==> config.mk <==
export PLATFORM = sky130hd
export DESIGN_NAME = grav_pio_bridge_flat
export DESIGN_NICKNAME = d
export VERILOG_FILES = /design/src/rtl/grav_bridge_pkg.sv /design/src/rtl/grav_pio_bridge_if.sv /design/src/rtl/grav_edge_sync.sv /design/src/rtl/grav_pio_bridge.sv /design/src/flat_wrapper.sv
export SDC_FILE = /design/constraint.sdc
export NUM_CORES = 1
export LEC_CHECK = 0
export BUFFER_PORTS_ARGS = -buffer_cell sky130_fd_sc_hd__clkbuf_2
export CAP_MARGIN = 20
export CORE_UTILIZATION = 30
export CTS_CLUSTER_DIAMETER = 40
export DETAILED_ROUTE_END_ITERATION = 16
export GPL_TIMING_DRIVEN = 0
export MAX_ROUTING_LAYER = met4
export REMOVE_ABC_BUFFERS = 1
export SLEW_MARGIN = 20
export SYNTH_ARGS = -nofsm -noshare
export SYNTH_HDL_FRONTEND = slang
export SYNTH_SLANG_ARGS = --single-unit
export TNS_END_PERCENT = 30
==> constraint.sdc <==
create_clock -name clk -period 2.5 [get_ports clk]
set_input_delay 0 -clock clk [delete_from_list [all_inputs] [get_ports clk]]
set_output_delay 0 -clock clk [all_outputs]
set_load 0.005 [all_outputs]
==> src/rtl/grav_bridge_pkg.sv <==
// Shared state encodings, status-word bit positions and constants for the
// gravity-core PIO bridge.
package grav_bridge_pkg;

    localparam logic [2:0] ST_IDLE    = 3'd0;
    localparam logic [2:0] ST_WRITE   = 3'd1;
    localparam logic [2:0] ST_RD_WAIT = 3'd2;
    localparam logic [2:0] ST_RD_HOLD = 3'd3;
    localparam logic [2:0] ST_RUN     = 3'd4;

    typedef enum logic [2:0] {
        S_IDLE    = ST_IDLE,
        S_WRITE   = ST_WRITE,
        S_RD_WAIT = ST_RD_WAIT,
        S_RD_HOLD = ST_RD_HOLD,
        S_RUN     = ST_RUN
    } state_e;

    localparam int STAT_WCNT_LSB  = 16;
    localparam int STAT_ERR_RANGE = 7;
    localparam int STAT_ERR_BUSY  = 6;
    localparam int STAT_STATE_LSB = 3;
    localparam int STAT_DONE      = 0;

    localparam logic [15:0] WR_CNT_SAT = 16'hFFFF;

endpackage

==> src/rtl/grav_pio_bridge_if.sv <==
// Host PIO and core-side signal bundle for grav_pio_bridge.
// The bridge uses the slave modport; the surrounding system uses master.
interface grav_pio_bridge_if #(
    parameter int ADDR_LEN = 12,
    parameter int DATA_W   = 32,
    parameter int NUM_CH   = 2
);
    logic [ADDR_LEN-1:0]        host_index;
    logic                       host_we;
    logic                       host_send;
    logic                       host_rd_req;
    logic [ADDR_LEN-1:0]        host_obj_count;
    logic [NUM_CH*DATA_W-1:0]   host_pos_data;
    logic [DATA_W-1:0]          host_mass_data;
    logic [NUM_CH*DATA_W-1:0]   host_rd_data;
    logic                       host_rd_valid;
    logic [31:0]                host_status;

    logic                       acc_pos_we;
    logic [ADDR_LEN-1:0]        acc_pos_addr;
    logic [NUM_CH*DATA_W-1:0]   acc_pos_data;
    logic [DATA_W-1:0]          acc_mass_data;
    logic [ADDR_LEN-1:0]        acc_num_objects;
    logic                       acc_sending;
    logic [ADDR_LEN-1:0]        acc_accel_addr;
    logic [NUM_CH*DATA_W-1:0]   acc_accel_data;
    logic                       acc_done;

    modport slave (
        input  host_index, host_we, host_send, host_rd_req, host_obj_count,
               host_pos_data, host_mass_data, acc_accel_data, acc_done,
        output host_rd_data, host_rd_valid, host_status, acc_pos_we,
               acc_pos_addr, acc_pos_data, acc_mass_data, acc_num_objects,
               acc_sending, acc_accel_addr
    );

    modport master (
        output host_index, host_we, host_send, host_rd_req, host_obj_count,
               host_pos_data, host_mass_data, acc_accel_data, acc_done,
        input  host_rd_data, host_rd_valid, host_status, acc_pos_we,
               acc_pos_addr, acc_pos_data, acc_mass_data, acc_num_objects,
               acc_sending, acc_accel_addr
    );

endinterface

==> src/rtl/grav_edge_sync.sv <==
// Command input conditioner: optional two-flop synchronizer (GRAV_BRIDGE_SYNC_EN)
// followed by a rising-edge detector on the conditioned level.
module grav_edge_sync (
    input  logic clk,
    input  logic reset,
    input  logic din,
    output logic level,
    output logic rise
);

    logic level_q;
    logic level_d;

`ifdef GRAV_BRIDGE_SYNC_EN
    logic [1:0] sync_q;
    logic [1:0] sync_d;

    always_comb sync_d = {sync_q[0], din};

    always_ff @(posedge clk) begin
        if (reset) sync_q <= '0;
        else       sync_q <= sync_d;
    end

    assign level = sync_q[1];
`else
    assign level = din;
`endif

    always_comb level_d = level;

    always_ff @(posedge clk) begin
        if (reset) level_q <= 1'b0;
        else       level_q <= level_d;
    end

    assign rise = level & ~level_q;

endmodule

==> src/rtl/grav_pio_bridge.sv <==
// Sequencer between HPS PIO registers and the gravity acceleration core:
// write strobes, latency-aware readback, run control, sticky errors, status word.
// Build option GRAV_BRIDGE_SYNC_EN synchronizes host_we/host_send/host_rd_req.
module grav_pio_bridge
    import grav_bridge_pkg::*;
#(
    parameter int          ADDR_LEN    = 12,
    parameter int          DATA_W      = 32,
    parameter int          NUM_CH      = 2,
    parameter int          RD_LATENCY  = 2,
    parameter int unsigned MAX_OBJECTS = 4095
) (
    input logic               clk,
    input logic               reset,
    grav_pio_bridge_if.slave  bus
);

    localparam int W = NUM_CH * DATA_W;
    localparam logic [ADDR_LEN-1:0] MAX_COUNT = ADDR_LEN'(MAX_OBJECTS);

    logic we_lvl, we_rise, send_lvl, send_rise, rd_lvl, rd_rise;
    logic unused_sync;

    grav_edge_sync u_we_sync   (.clk(clk), .reset(reset), .din(bus.host_we),
                                .level(we_lvl),   .rise(we_rise));
    grav_edge_sync u_send_sync (.clk(clk), .reset(reset), .din(bus.host_send),
                                .level(send_lvl), .rise(send_rise));
    grav_edge_sync u_rd_sync   (.clk(clk), .reset(reset), .din(bus.host_rd_req),
                                .level(rd_lvl),   .rise(rd_rise));

    assign unused_sync = &{we_lvl, send_rise, rd_rise};

    state_e              state_q, state_d;
    logic [ADDR_LEN-1:0] pos_addr_q, pos_addr_d;
    logic [W-1:0]        pos_data_q, pos_data_d;
    logic [DATA_W-1:0]   mass_q, mass_d;
    logic [ADDR_LEN-1:0] num_obj_q, num_obj_d;
    logic [ADDR_LEN-1:0] rd_addr_q, rd_addr_d;
    logic [W-1:0]        rd_data_q, rd_data_d;
    logic [2:0]          lat_cnt_q, lat_cnt_d;
    logic [15:0]         wr_cnt_q, wr_cnt_d;
    logic pos_we_q, pos_we_d, sending_q, sending_d, rd_valid_q, rd_valid_d;
    logic rd_served_q, rd_served_d, err_range_q, err_range_d;
    logic err_busy_q, err_busy_d, done_q, done_d;
    logic                cmd_rd;
    logic [ADDR_LEN-1:0] obj_clamped;
    logic [31:0]         status;

    always_comb begin
        obj_clamped = bus.host_obj_count;
        if (32'(bus.host_obj_count) > MAX_OBJECTS) obj_clamped = MAX_COUNT;
    end

    // Priority in IDLE is write edge, then read, then run; the object count
    // only follows the host when none of those is being accepted.
    always_comb begin
        state_d     = state_q;
        pos_addr_d  = pos_addr_q;
        pos_data_d  = pos_data_q;
        mass_d      = mass_q;
        num_obj_d   = num_obj_q;
        rd_addr_d   = rd_addr_q;
        rd_data_d   = rd_data_q;
        lat_cnt_d   = lat_cnt_q;
        wr_cnt_d    = wr_cnt_q;
        pos_we_d    = 1'b0;
        rd_valid_d  = rd_valid_q;
        rd_served_d = rd_served_q & rd_lvl;
        err_range_d = err_range_q;
        err_busy_d  = err_busy_q | (we_rise & (state_q != S_IDLE));
        done_d      = done_q;
        cmd_rd      = rd_lvl & ~rd_served_q;

        unique case (state_q)
            S_IDLE: begin
                if (we_rise) begin
                    if (bus.host_index < num_obj_q) begin
                        pos_addr_d = bus.host_index;
                        pos_data_d = bus.host_pos_data;
                        mass_d     = bus.host_mass_data;
                        state_d    = S_WRITE;
                    end else begin
                        err_range_d = 1'b1;
                    end
                end else if (cmd_rd) begin
                    // Address goes out this cycle, so this cycle counts as the first latency cycle.
                    rd_addr_d   = bus.host_index;
                    lat_cnt_d   = 3'd1;
                    rd_served_d = 1'b1;
                    state_d     = S_RD_WAIT;
                end else if (send_lvl) begin
                    done_d  = 1'b0;
                    state_d = S_RUN;
                end else begin
                    num_obj_d = obj_clamped;
                end
            end
            S_WRITE: begin
                pos_we_d = 1'b1;
                if (wr_cnt_q != WR_CNT_SAT) wr_cnt_d = wr_cnt_q + 16'd1;
                state_d = S_IDLE;
            end
            S_RD_WAIT: begin
                if (lat_cnt_q == 3'(RD_LATENCY)) begin
                    rd_data_d  = bus.acc_accel_data;
                    rd_valid_d = 1'b1;
                    state_d    = S_RD_HOLD;
                end else begin
                    lat_cnt_d = lat_cnt_q + 3'd1;
                end
            end
            S_RD_HOLD: begin
                if (!rd_lvl) begin
                    rd_valid_d = 1'b0;
                    state_d    = S_IDLE;
                end
            end
            S_RUN: begin
                if (bus.acc_done) done_d = 1'b1;
                if (!send_lvl) state_d = S_IDLE;
            end
            default: state_d = S_IDLE;
        endcase

        sending_d = (state_d == S_RUN);
    end

    always_ff @(posedge clk) begin
        if (reset) begin
            state_q     <= S_IDLE;
            pos_addr_q  <= '0;
            pos_data_q  <= '0;
            mass_q      <= '0;
            num_obj_q   <= '0;
            rd_addr_q   <= '0;
            rd_data_q   <= '0;
            lat_cnt_q   <= '0;
            wr_cnt_q    <= '0;
            pos_we_q    <= 1'b0;
            sending_q   <= 1'b0;
            rd_valid_q  <= 1'b0;
            rd_served_q <= 1'b0;
            err_range_q <= 1'b0;
            err_busy_q  <= 1'b0;
            done_q      <= 1'b0;
        end else begin
            state_q     <= state_d;
            pos_addr_q  <= pos_addr_d;
            pos_data_q  <= pos_data_d;
            mass_q      <= mass_d;
            num_obj_q   <= num_obj_d;
            rd_addr_q   <= rd_addr_d;
            rd_data_q   <= rd_data_d;
            lat_cnt_q   <= lat_cnt_d;
            wr_cnt_q    <= wr_cnt_d;
            pos_we_q    <= pos_we_d;
            sending_q   <= sending_d;
            rd_valid_q  <= rd_valid_d;
            rd_served_q <= rd_served_d;
            err_range_q <= err_range_d;
            err_busy_q  <= err_busy_d;
            done_q      <= done_d;
        end
    end

    always_comb begin
        status                          = '0;
        status[STAT_WCNT_LSB +: 16]     = wr_cnt_q;
        status[STAT_ERR_RANGE]          = err_range_q;
        status[STAT_ERR_BUSY]           = err_busy_q;
        status[STAT_STATE_LSB +: 3]     = state_q;
        status[STAT_DONE]               = done_q;
    end

    assign bus.host_rd_data    = rd_data_q;
    assign bus.host_rd_valid   = rd_valid_q;
    assign bus.host_status     = status;
    assign bus.acc_pos_we      = pos_we_q;
    assign bus.acc_pos_addr    = pos_addr_q;
    assign bus.acc_pos_data    = pos_data_q;
    assign bus.acc_mass_data   = mass_q;
    assign bus.acc_num_objects = num_obj_q;
    assign bus.acc_sending     = sending_q;
    assign bus.acc_accel_addr  = rd_addr_d;

endmodule

==> src/flat_wrapper.sv <==
// flat-port wrapper written by rule: the top's interface ports become plain ports
module grav_pio_bridge_flat import grav_bridge_pkg::*;
#(
    parameter int          ADDR_LEN    = 12,
    parameter int          DATA_W      = 32,
    parameter int          NUM_CH      = 2,
    parameter int          RD_LATENCY  = 2,
    parameter int unsigned MAX_OBJECTS = 4095
)
  (clk, reset, bus_host_index, bus_host_we, bus_host_send, bus_host_rd_req, bus_host_obj_count, bus_host_pos_data, bus_host_mass_data, bus_acc_accel_data, bus_acc_done, bus_host_rd_data, bus_host_rd_valid, bus_host_status, bus_acc_pos_we, bus_acc_pos_addr, bus_acc_pos_data, bus_acc_mass_data, bus_acc_num_objects, bus_acc_sending, bus_acc_accel_addr);
  grav_pio_bridge_if #(.ADDR_LEN(ADDR_LEN), .DATA_W(DATA_W), .NUM_CH(NUM_CH)) bus_i ();
  input logic clk;
  input logic reset;
  input wire logic [$bits(bus_i.host_index)-1:0] bus_host_index;
  input wire logic [$bits(bus_i.host_we)-1:0] bus_host_we;
  input wire logic [$bits(bus_i.host_send)-1:0] bus_host_send;
  input wire logic [$bits(bus_i.host_rd_req)-1:0] bus_host_rd_req;
  input wire logic [$bits(bus_i.host_obj_count)-1:0] bus_host_obj_count;
  input wire logic [$bits(bus_i.host_pos_data)-1:0] bus_host_pos_data;
  input wire logic [$bits(bus_i.host_mass_data)-1:0] bus_host_mass_data;
  input wire logic [$bits(bus_i.acc_accel_data)-1:0] bus_acc_accel_data;
  input wire logic [$bits(bus_i.acc_done)-1:0] bus_acc_done;
  output wire logic [$bits(bus_i.host_rd_data)-1:0] bus_host_rd_data;
  output wire logic [$bits(bus_i.host_rd_valid)-1:0] bus_host_rd_valid;
  output wire logic [$bits(bus_i.host_status)-1:0] bus_host_status;
  output wire logic [$bits(bus_i.acc_pos_we)-1:0] bus_acc_pos_we;
  output wire logic [$bits(bus_i.acc_pos_addr)-1:0] bus_acc_pos_addr;
  output wire logic [$bits(bus_i.acc_pos_data)-1:0] bus_acc_pos_data;
  output wire logic [$bits(bus_i.acc_mass_data)-1:0] bus_acc_mass_data;
  output wire logic [$bits(bus_i.acc_num_objects)-1:0] bus_acc_num_objects;
  output wire logic [$bits(bus_i.acc_sending)-1:0] bus_acc_sending;
  output wire logic [$bits(bus_i.acc_accel_addr)-1:0] bus_acc_accel_addr;
  assign bus_i.host_index = bus_host_index;
  assign bus_i.host_we = bus_host_we;
  assign bus_i.host_send = bus_host_send;
  assign bus_i.host_rd_req = bus_host_rd_req;
  assign bus_i.host_obj_count = bus_host_obj_count;
  assign bus_i.host_pos_data = bus_host_pos_data;
  assign bus_i.host_mass_data = bus_host_mass_data;
  assign bus_i.acc_accel_data = bus_acc_accel_data;
  assign bus_i.acc_done = bus_acc_done;
  assign bus_host_rd_data = bus_i.host_rd_data;
  assign bus_host_rd_valid = bus_i.host_rd_valid;
  assign bus_host_status = bus_i.host_status;
  assign bus_acc_pos_we = bus_i.acc_pos_we;
  assign bus_acc_pos_addr = bus_i.acc_pos_addr;
  assign bus_acc_pos_data = bus_i.acc_pos_data;
  assign bus_acc_mass_data = bus_i.acc_mass_data;
  assign bus_acc_num_objects = bus_i.acc_num_objects;
  assign bus_acc_sending = bus_i.acc_sending;
  assign bus_acc_accel_addr = bus_i.acc_accel_addr;
  grav_pio_bridge #(.ADDR_LEN(ADDR_LEN), .DATA_W(DATA_W), .NUM_CH(NUM_CH), .RD_LATENCY(RD_LATENCY), .MAX_OBJECTS(MAX_OBJECTS)) u_core (.clk(clk), .reset(reset), .bus(bus_i));
endmodule
; ---- Word-level counts from Yosys, hierarchy flattened
; Cells that the tools add are included.
[word_totals]
register_bits = 226
latchBits = 0
ram_bits = 0
mem_bits_ro = 0
input_bits = 190
out_inout_bits = 231
word_cells = 86
n_memories = 0
[classes]
addsub = 2
n_mul = 0
div = 0
order_cmp = 1
eq_ne = 15
shift = 0
n_mux = 27
bitwise_logic = 11
reduce_logical = 13
[op_table]
columns = op, n
row1 = 12-bit 2-to-1 mux, 3
row2 = 3-bit 2-to-1 mux, 10
row3 = "16-bit by 1-bit adder with 16-bit output, second input constant", 1
row4 = "16-bit != test, second input constant", 1
row5 = 12-bit less-than comparator, 1
row6 = "2-bit != test, second input constant", 6
row7 = 3-bit one-hot mux with 4 select lines, 1
row8 = 1-bit 2-to-1 mux, 10
row9 = "3-bit by 2-bit == test with 1-bit output, second input constant", 3
row10 = 3-bit AND reduction, 3
row11 = 4-bit AND reduction, 2
row12 = "3-bit == test, second input constant", 2
row13 = 1-bit inverter, 6
row14 = 3-bit one-hot mux with 2 select lines, 1
row15 = 2-bit nonzero test, 3
row16 = 5-bit AND reduction, 1
row17 = 1-bit AND, 4
row18 = "2-bit by 1-bit != test with 1-bit output, second input constant", 2
row19 = 1-bit one-hot mux with 2 select lines, 2
row20 = 2-bit AND reduction, 2
row21 = "3-bit by 1-bit adder with 3-bit output, second input constant", 1
row22 = "3-bit by 1-bit == test with 1-bit output, second input constant", 1
row23 = 3-bit zero test, 1
row24 = 3-bit nonzero test, 1
row25 = 1-bit OR, 1

; ---- Longest topological paths before layout
; Gate-level depths: netlist (run 1).
[logic_depth]
word_depth = 6
mapped_depth = 10
ltp_nobuf = 7

; ---- By module
; A second synthesis (run 1) with hierarchy kept.
[unflattened]
cells_unflattened = 1055
hier_area_um2 = 9735.6
[modules_own_cells]
columns = mod, n_inst, cells_each, area_each_um2, seq_area_each_um2
row1 = grav_pio_bridge, 1, 1043, 9570.4, 4504.3
row2 = grav_edge_sync, 3, 4, 55.1, 20.0

; ---- Worst setup path after synthesis (run 1)
; No wires, ideal clock.
[synth_path]
kind = register to register
from = reg u_core.num_obj_q[9] (netlist: u_core.bus.acc_num_objects[9])
to = reg u_core.mass_q[17] (netlist: u_core.bus.acc_mass_data[17])
setup_ns = 0.072
arrival_ns = 2.212
t_required_ns = 2.428
slack_ns = 0.216
path_stages_with_launch = 11
path_buffers = 3
period_less_slack_ns = 2.284
path_cell_list = dfxtp_1 -> inv_1 -> ha_1 -> a21o_1 -> a21o_1 -> a2111oi_2 -> nor3b_2 -> buf_4 -> buf_6 -> buf_6 -> mux2i_1
[synth_via]
elab_chain_len = 2
[synth_lines]
columns = item, line_no
row1 = from (decl), grav_pio_bridge.sv:37  ; logic [ADDR_LEN-1:0] num_obj_q, num_obj_d;
row2 = from (signal assigned), grav_pio_bridge.sv:151  ; num_obj_q <= num_obj_d;
row3 = 12-bit less-than comparator, grav_pio_bridge.sv:77  ; if (bus.host_index < num_obj_q) begin
row4 = 3-bit AND reduction (no line), -
row5 = to (signal assigned), grav_pio_bridge.sv:150  ; mass_q <= mass_d;
row6 = to (decl), grav_pio_bridge.sv:36  ; logic [DATA_W-1:0] mass_q, mass_d;
; Every way passes these cells.
; A chain may end at the register's enable or synchronous reset.

; ---- Worst setup path after layout (run 1)
[layout_path]
from = reg u_core.num_obj_q[9] (netlist: u_core.bus.acc_num_objects[9])
to = reg u_core.mass_q[31] (netlist: u_core.bus.acc_mass_data[31])
; The elaborated chain is that of the path after synthesis.

==> metrics.yaml, run 1 <==
antenna_found_initial: 1
worst_ep_arrival_time_ns: 2.89
ys.warnings.count: 0
cp_startpoint_kind: "flop"
regToRegStartpoint: "u_core.bus.acc_num_objects[9]$_SDFFE_PP0P_"
final_design_area_no_fill_sq_um: 15900
crit_path_top_delay_cell: "sky130_fd_sc_hd__a2111oi_4"
die_height_microns: 181
dieWidth_microns: 181
drc: 0
synth.yosys.seq_area_share_pct: 47.0
crit_path_frequent_cell: "sky130_fd_sc_hd__buf_12"
category_of_the_most_critical_setup_path: "flop to flop"
initialDrtViolationCount: 327
min_setup_slack_post_route_ns: 0.0390
worst_reg2reg_setup_slack_ns: 0.04
global_route_wire_length_before_repair_microns: 45100
hp-start: "bus_acc_accel_data[18]"
top_layer: "met4"
clock-sinks: 226
max-cap-violations: 0
critical-path-max-stage-delay_ns: 0.35
wirelength_microns: 29300
gr-usage-all-layers_pct: 17.1
crit_chain: "inv_2 > ha_4 > a21o_1 > a21o_1 > a2111oi_4 > nor3b_4 > buf_8 > buf_12 > buf_12 > buf_12 > mux2i_2"
grt_setup_unrepaired: "true"
layout_worst_path_cycle_share_pct: 98.4
synth_edf_count: 0
worstPathBufferInverterCount: 5
detailroute.wirelength.met3_microns: 1800
finalHoldWorstSlack_ns: 0.273
timing_worst_slew_pin_value_ns: 0.867
ys_types: 45
cell_count_after_synthesis: 1042
dpl_worst_slack_ns: -0.725
r2r-end: "u_core.bus.acc_mass_data[31]$_SDFFE_PP0P_"
ir_worst_vdd_mv: 0.447
layout_commonest_cell: "sky130_fd_sc_hd__clkbuf_2"
number_of_slew_limit_violations_in_the_final_report: 0
detail_route.first_pass.iterations: 5
whs_path_depth: 4
clkTransAtPathRegs_ns: 0.05
synthesis.area_sq_um: 9630
pin_count: 421
power_per_cell_area_nw_per_um2: 697
post_layout_nets: 1861
io_buffer_count: 410
root_buffer: "sky130_fd_sc_hd__clkbuf_16"
grt_pass1_vias: 9154
starting_utilization_of_the_core_area_pct: 30.5
wl_met1_microns: 12000
postSynthRegisterBits: 226
tritoncts: "built"
synth_top_cell_area_share_pct: 47.0
clock_latency_ns: 0.51
met2RoutedLength_microns: 14500
standard_cell_row_count: 65
last_weighted_congestion_value_of_the_routability_driven_placer: 0.780
cts_buffer_depth: 3
area.sequential_sq_um: 4530
rr_worst_depth: 11
path_max_fanout: 6
leakagePower_nw: 6.80
area_growth_syn_to_layout_pct: 64.8
layout-drive-gt1-share_pct: 33.1
totalPowerFinal_mw: 11.1
design.core.area_sq_um: 31600
dominantRegCellSynth: "sky130_fd_sc_hd__dfxtp_1"
timing.hold.worst_endpoint: "u_core.bus.host_rd_data[18]$_SDFFE_PP0P_"
end_kind: "flop"
cts-buffers-inserted: 43
status: "completed"
dieArea_sq_um: 32800
vias_after_detailed_routing: 9314
drt-vias-per-instance: 4.45
finalSetupViolations: 0
synthTopCellsByArea: "sky130_fd_sc_hd__dfxtp_1, sky130_fd_sc_hd__nand2b_1, sky130_fd_sc_hd__mux2i_1"
synth_largest_area_cell: "sky130_fd_sc_hd__dfxtp_1"
worst_ep_required_ns: 2.93
placed_cell_area_sq_um: 12100
post-dp-hpwl_microns: 18100
multiInputGateArea_sq_um: 4760
finalHoldViolCount: 0
fillers: 2868
avgRoutedWirePerCell_microns: 14.0
syn_avg_cell_area_sq_um: 9.24
fraction_of_synthesis_flops_using_an_asynchronous_set_or_reset_pin_pct: 0
hold_class: "input pin to flop"
ant_nets: 0
final_period_minus_worst_setup_slack_ns: 2.46
grt_max_degree: 148
fmax_mhz: 406
globalRouteOverflowTotal: 0
timing.slew.headroom_pct: 41.7
htree_num_levels: 2
finalClockSkew_ns: 0.0217
cpLargestDelayFamily: "compound AO/OA/AOI/OAI gates"
layout.cells.most_common_list: "sky130_fd_sc_hd__clkbuf_2, sky130_fd_sc_hd__dfxtp_1, sky130_fd_sc_hd__nand2b_1"
per-layer routing:
metal	GRT usage (%)	vias to the layer above
li1	-	4641
met4	8.10	0
met5	-	-
met3	4.33	86
met2	29.2	330
met1	18.6	4257
logic make-up (layout without fill, tap and decap cells):
group,Yosys count,count (layout),share of synthesized area (%)
compound gates,100,100,5.85
xor+xnor,11,11,1.00
fa+ha+maj,14,14,1.82
buf+inv,101,739,5.12
flops,226,226,47.0
mux,134,134,14.1
other cells,1,11,0.0389
simple gates,455,456,25.1
worst max-delay path by stage:
stage	from	end	cells after the start
6_report	u_core.bus.acc_num_objects[9]$_SDFFE_PP0P_	u_core.bus.acc_mass_data[31]$_SDFFE_PP0P_	11
5_1_grt	u_core.bus.acc_num_objects[8]$_SDFFE_PP0P_	u_core.bus.acc_mass_data[31]$_SDFFE_PP0P_	11
4_1_cts	u_core.bus.acc_num_objects[10]$_SDFFE_PP0P_	u_core.bus.acc_mass_data[23]$_SDFFE_PP0P_	10
3_5_place_dp	u_core.bus.acc_num_objects[9]$_SDFFE_PP0P_	u_core.bus.acc_pos_data[33]$_SDFFE_PP0P_	11
3_3_place_gp	u_core.bus.acc_num_objects[9]$_SDFFE_PP0P_	u_core.state_q[0]$_SDFF_PP0_	7
2_1_floorplan	u_core.bus.acc_num_objects[9]$_SDFFE_PP0P_	u_core.state_q[0]$_SDFF_PP0_	7
cell usage after synthesis (all sizes together), types with 10 or more instances:
cell      n
xnor2    10
ha       14
a21oi    77
clkbuf   45
nor2     41
nand2b  219
nor2b    17
mux2     13
nand2   140
inv      18
buf      38
mux2i   121
dfxtp   226
state kept, by name, summed over array words and instances, names as in the netlist:
register,flops
u_core.done_q,1
u_core.bus.host_rd_valid,1
u_core.bus.acc_num_objects,12
u_core.rd_served_q,1
u_core.bus.acc_pos_we,1
u_core.bus.acc_sending,1
u_core.err_range_q,1
u_core.bus.host_rd_data,64
u_core.bus.acc_pos_addr,12
u_core.rd_addr_q,12
u_core.wr_cnt_q,16
u_core.lat_cnt_q,3
u_core.u_we_sync.level_q,1
u_core.bus.acc_mass_data,32
u_core.state_q,3
u_core.bus.acc_pos_data,64
u_core.err_busy_q,1
power by group:
| part | internal (mW) | switching, mW | leakage (nW) |
|---|---|---|---|
| logic | 0.776 | 0.565 | 4.25 |
| registers | 3.76 | 0.0868 | 1.83 |
| clock network | 3.93 | 1.95 | 0.720 |
what timing repair did:
action | CTS | global route
hold endpoints to repair | 206 | 0
setup buffers | 8 | 17
gates resized for setup | 20 | 11
endpoints found under the setup margin | 117 | 67
hold buffers | 192 | 0
cloned | 1 | 3
pin swaps | 4 | 4
metrics by stage:
step           setup TNS, ns  std cells  utilization, %
2_1_floorplan        -596.47        968               -
3_3_place_gp        -1090.05       1780            37.4
3_5_place_dp          -46.04       1795            38.3
4_1_cts             -0.00273       2073            49.6
5_1_grt               -0.808       2093            50.3
6_report                   0       2093            50.3
worst register-to-register path, stage by stage (launching register included):
cell                        delay [ns]
sky130_fd_sc_hd__dfxtp_2          0.33
sky130_fd_sc_hd__inv_2            0.04
sky130_fd_sc_hd__ha_4             0.20
sky130_fd_sc_hd__a21o_1           0.15
sky130_fd_sc_hd__a21o_1           0.20
sky130_fd_sc_hd__a2111oi_4        0.35
sky130_fd_sc_hd__nor3b_4          0.34
sky130_fd_sc_hd__buf_8            0.14
sky130_fd_sc_hd__buf_12           0.12
sky130_fd_sc_hd__buf_12           0.14
sky130_fd_sc_hd__buf_12           0.14
sky130_fd_sc_hd__mux2i_2          0.23
cell type report:
cell class                 instances  share of cell area (%)
tap                              402                    3.17
timing repair buffer             643                    28.5
clock inverter                    23                    1.77
clock buffer                      55                    7.58
antenna                            1                  0.0158
multi-input combinational        725                    30.0
inverter                          18                   0.426
sequential                       226                    28.5
Power figures use the tool's default switching activity.
==> run 2: changes to the inputs <==
- CTS_BUF_LIST: unset -> sky130_fd_sc_hd__clkbuf_4
- clock period: 2.5 -> 3 ns (I/O delays scaled with it)
==> run 2 against run 1 <==
Maximum frequency down 16%. Sequential share of layout area about the same. Sequential power down 17%. Clock skew up 0.017 ns. Critical path type unchanged. Count of clock-buffer cells in the layout up 42.
==> metrics.yaml, run 2 (same netlist as run 1, synthesis figures left out) <==
status: "completed"
area.sequential_sq_um: 4530  # about the same
finalHoldViolCount: 0  # unchanged
area_growth_syn_to_layout_pct: 64.8  # about the same
cp_startpoint_kind: "flop"
crit_path_top_delay_cell: "sky130_fd_sc_hd__dlygate4sd3_1"
wirelength_microns: 31100  # +6.1%
stdcell_count: 2201  # +5.2%
worst_ep_arrival_time_ns: 3.55  # +0.66 ns
category_of_the_most_critical_setup_path: "flop to flop"
fillers: 2855  # -0.45%
totalPowerFinal_mw: 7.39  # -33%
worst_ep_required_ns: 3.63  # +0.70 ns
die_height_microns: 181  # unchanged
gr-usage-all-layers_pct: 18.9  # +1.8 points
crit_chain: "inv_1 > ha_1 > a21o_1 > a21o_1 > a2111oi_4 > nor3b_4 > buf_4 > buf_8 > buf_8 > mux2i_1 > dlygate4sd3_1"
end_kind: "flop"
initialDrtViolationCount: 410  # +25%
hold_class: "input pin to flop"
layout-drive-gt1-share_pct: 31.4  # -1.7 points
max-cap-violations: 0  # unchanged
cts_buffer_depth: 3  # unchanged
last_weighted_congestion_value_of_the_routability_driven_placer: 0.780  # unchanged
io_buffer_count: 410  # unchanged
multiInputGateArea_sq_um: 4710  # -1.2%
pin_count: 421  # unchanged
final_period_minus_worst_setup_slack_ns: 2.92  # +0.462 ns
finalClockSkew_ns: 0.0391  # +0.0174 ns
antenna_found_initial: 1  # unchanged
layout.cells.most_common_list: "sky130_fd_sc_hd__clkbuf_2, sky130_fd_sc_hd__dlygate4sd3_1, sky130_fd_sc_hd__dfxtp_1"
globalRouteOverflowTotal: 0  # unchanged
critical-path-max-stage-delay_ns: 0.57  # +0.22 ns
path_max_fanout: 9  # +3
starting_utilization_of_the_core_area_pct: 30.5  # unchanged
dieArea_sq_um: 32800  # unchanged
leakagePower_nw: 6.84  # +0.56%
min_setup_slack_post_route_ns: 0.0773  # +0.0384 ns
layout_commonest_cell: "sky130_fd_sc_hd__clkbuf_2"
ant_nets: 0  # unchanged
design.core.area_sq_um: 31600  # unchanged
drc: 0  # unchanged
clkTransAtPathRegs_ns: 0.06  # about the same
grt_max_degree: 148  # unchanged
detail_route.first_pass.iterations: 5  # unchanged
tritoncts: "built"
global_route_wire_length_before_repair_microns: 48900  # +8.3%
grt_pass1_vias: 10000  # +9.4%
number_of_slew_limit_violations_in_the_final_report: 0  # unchanged
timing.slew.headroom_pct: 42.1  # +0.39 points
post_layout_nets: 1957  # +5.2%
layout_worst_path_cycle_share_pct: 97.4  # -1.0 points
timing_worst_slew_pin_value_ns: 0.861  # -0.00586 ns
vias_after_detailed_routing: 9819  # +5.4%
clock-sinks: 226  # unchanged
root_buffer: "sky130_fd_sc_hd__clkbuf_4"
ir_worst_vdd_mv: 0.340  # -24%
dpl_worst_slack_ns: -0.225  # +0.500 ns
drt-vias-per-instance: 4.46  # +0.25%
finalHoldWorstSlack_ns: 0.0930  # -0.180 ns
power_per_cell_area_nw_per_um2: 466  # -33%
post-dp-hpwl_microns: 18100  # unchanged
fmax_mhz: 342  # -16%
standard_cell_row_count: 65  # unchanged
numPlacedInstances: 1795  # unchanged
avgRoutedWirePerCell_microns: 14.1  # +0.86%
htree_num_levels: 3  # +1
cts-buffers-inserted: 68  # +58%
clock_latency_ns: 0.68  # +0.17 ns
finalSetupViolations: 0  # unchanged
dieWidth_microns: 181  # unchanged
==> run 2: cell count changes in the layout (fill, tap and decap cells not counted), moves of 4 or more <==
cell | previous run | this run
sky130_fd_sc_hd__buf_4 | 24 | 7
sky130_fd_sc_hd__clkbuf_4 | 0 | 97
sky130_fd_sc_hd__buf_12 | 8 | 0
sky130_fd_sc_hd__buf_8 | 2 | 8
sky130_fd_sc_hd__dlygate4sd3_1 | 192 | 282
sky130_fd_sc_hd__clkinvlp_4 | 4 | 0
sky130_fd_sc_hd__clkbuf_8 | 5 | 1
sky130_fd_sc_hd__clkbuf_1 | 6 | 0
sky130_fd_sc_hd__clkinv_1 | 0 | 8
sky130_fd_sc_hd__clkbuf_16 | 47 | 1
sky130_fd_sc_hd__inv_6 | 4 | 0
sky130_fd_sc_hd__clkinv_4 | 4 | 0
==> run 2: worst max-delay path: cells and delay by family (launching register included) <==
family | cells | cell delay (ns)
buf+inv | 5 | 1.08
mux | 1 | 0.19
fa+ha+maj | 1 | 0.30
simple gates | 1 | 0.24
flops | 1 | 0.35
compound gates | 3 | 0.72
==> run 2: metrics by stage <==
| step | instance area [sq um] | utilization, % | TNS (ns) |
|---|---|---|---|
| 2_1_floorplan | 9240 | - | -541.78 |
| 3_3_place_gp | 11800 | 37.4 | -977.05 |
| 3_5_place_dp | 12100 | 38.3 | -6.39 |
| 4_1_cts | 15800 | 50.0 | 0 |
| 5_1_grt | 15900 | 50.3 | -0.0187 |
| 6_report | 15900 | 50.3 | 0 |
==> run 2: layout make-up <==
class,count,area share (%)
multi-input cells,724,29.7
diodes,1,0.0158
inverters,18,0.426
flip-flops and latches,226,28.5
clock buffers,97,4.59
well taps,402,3.17
repair buffers,715,32.8
clock inverters,18,0.804
==> run 2: path summary, 6_finish.rpt <==
kind | end | cells past startpoint | start | slack [ns]
hold reg to reg | u_core.bus.host_rd_data[52]$_SDFFE_PP0P_ | 2 | u_core.bus.host_rd_data[52]$_SDFFE_PP0P_ | 0.45
setup / recovery | u_core.bus.acc_pos_data[23]$_SDFFE_PP0P_ | 11 | u_core.bus.acc_num_objects[9]$_SDFFE_PP0P_ | 0.08
hold / removal | u_core.bus.host_rd_data[61]$_SDFFE_PP0P_ | 4 | bus_acc_accel_data[61] | 0.09
setup reg to reg | u_core.bus.acc_pos_data[23]$_SDFFE_PP0P_ | 11 | u_core.bus.acc_num_objects[9]$_SDFFE_PP0P_ | 0.08
==> run 2: power by group <==
part           switching, mW  total (mW)  internal (mW)
combinational          0.479        1.16          0.685
clock                   1.37        3.03           1.66
sequential            0.0742        3.20           3.12
total                   1.93        7.39           5.46
==> run 2: timing repair <==
item | 4_1_cts | 5_1_grt
setup endpoints to repair | 51 | 45
hold buffers | 282 | 0
gates cloned | 0 | 1
setup buffers | 1 | 6
gates resized for setup | 1 | 4
pin swaps | 0 | 3
endpoints found under the hold margin | 216 | 0
==> run 2: metal layers <==
layer	up-vias	wire, microns	GRT usage [%]
li1	4857	-	-
met1	4517	12300	19.4
met2	366	15800	33.0
met3	79	2090	5.42
met4	0	936	9.15
met5	-	0	-
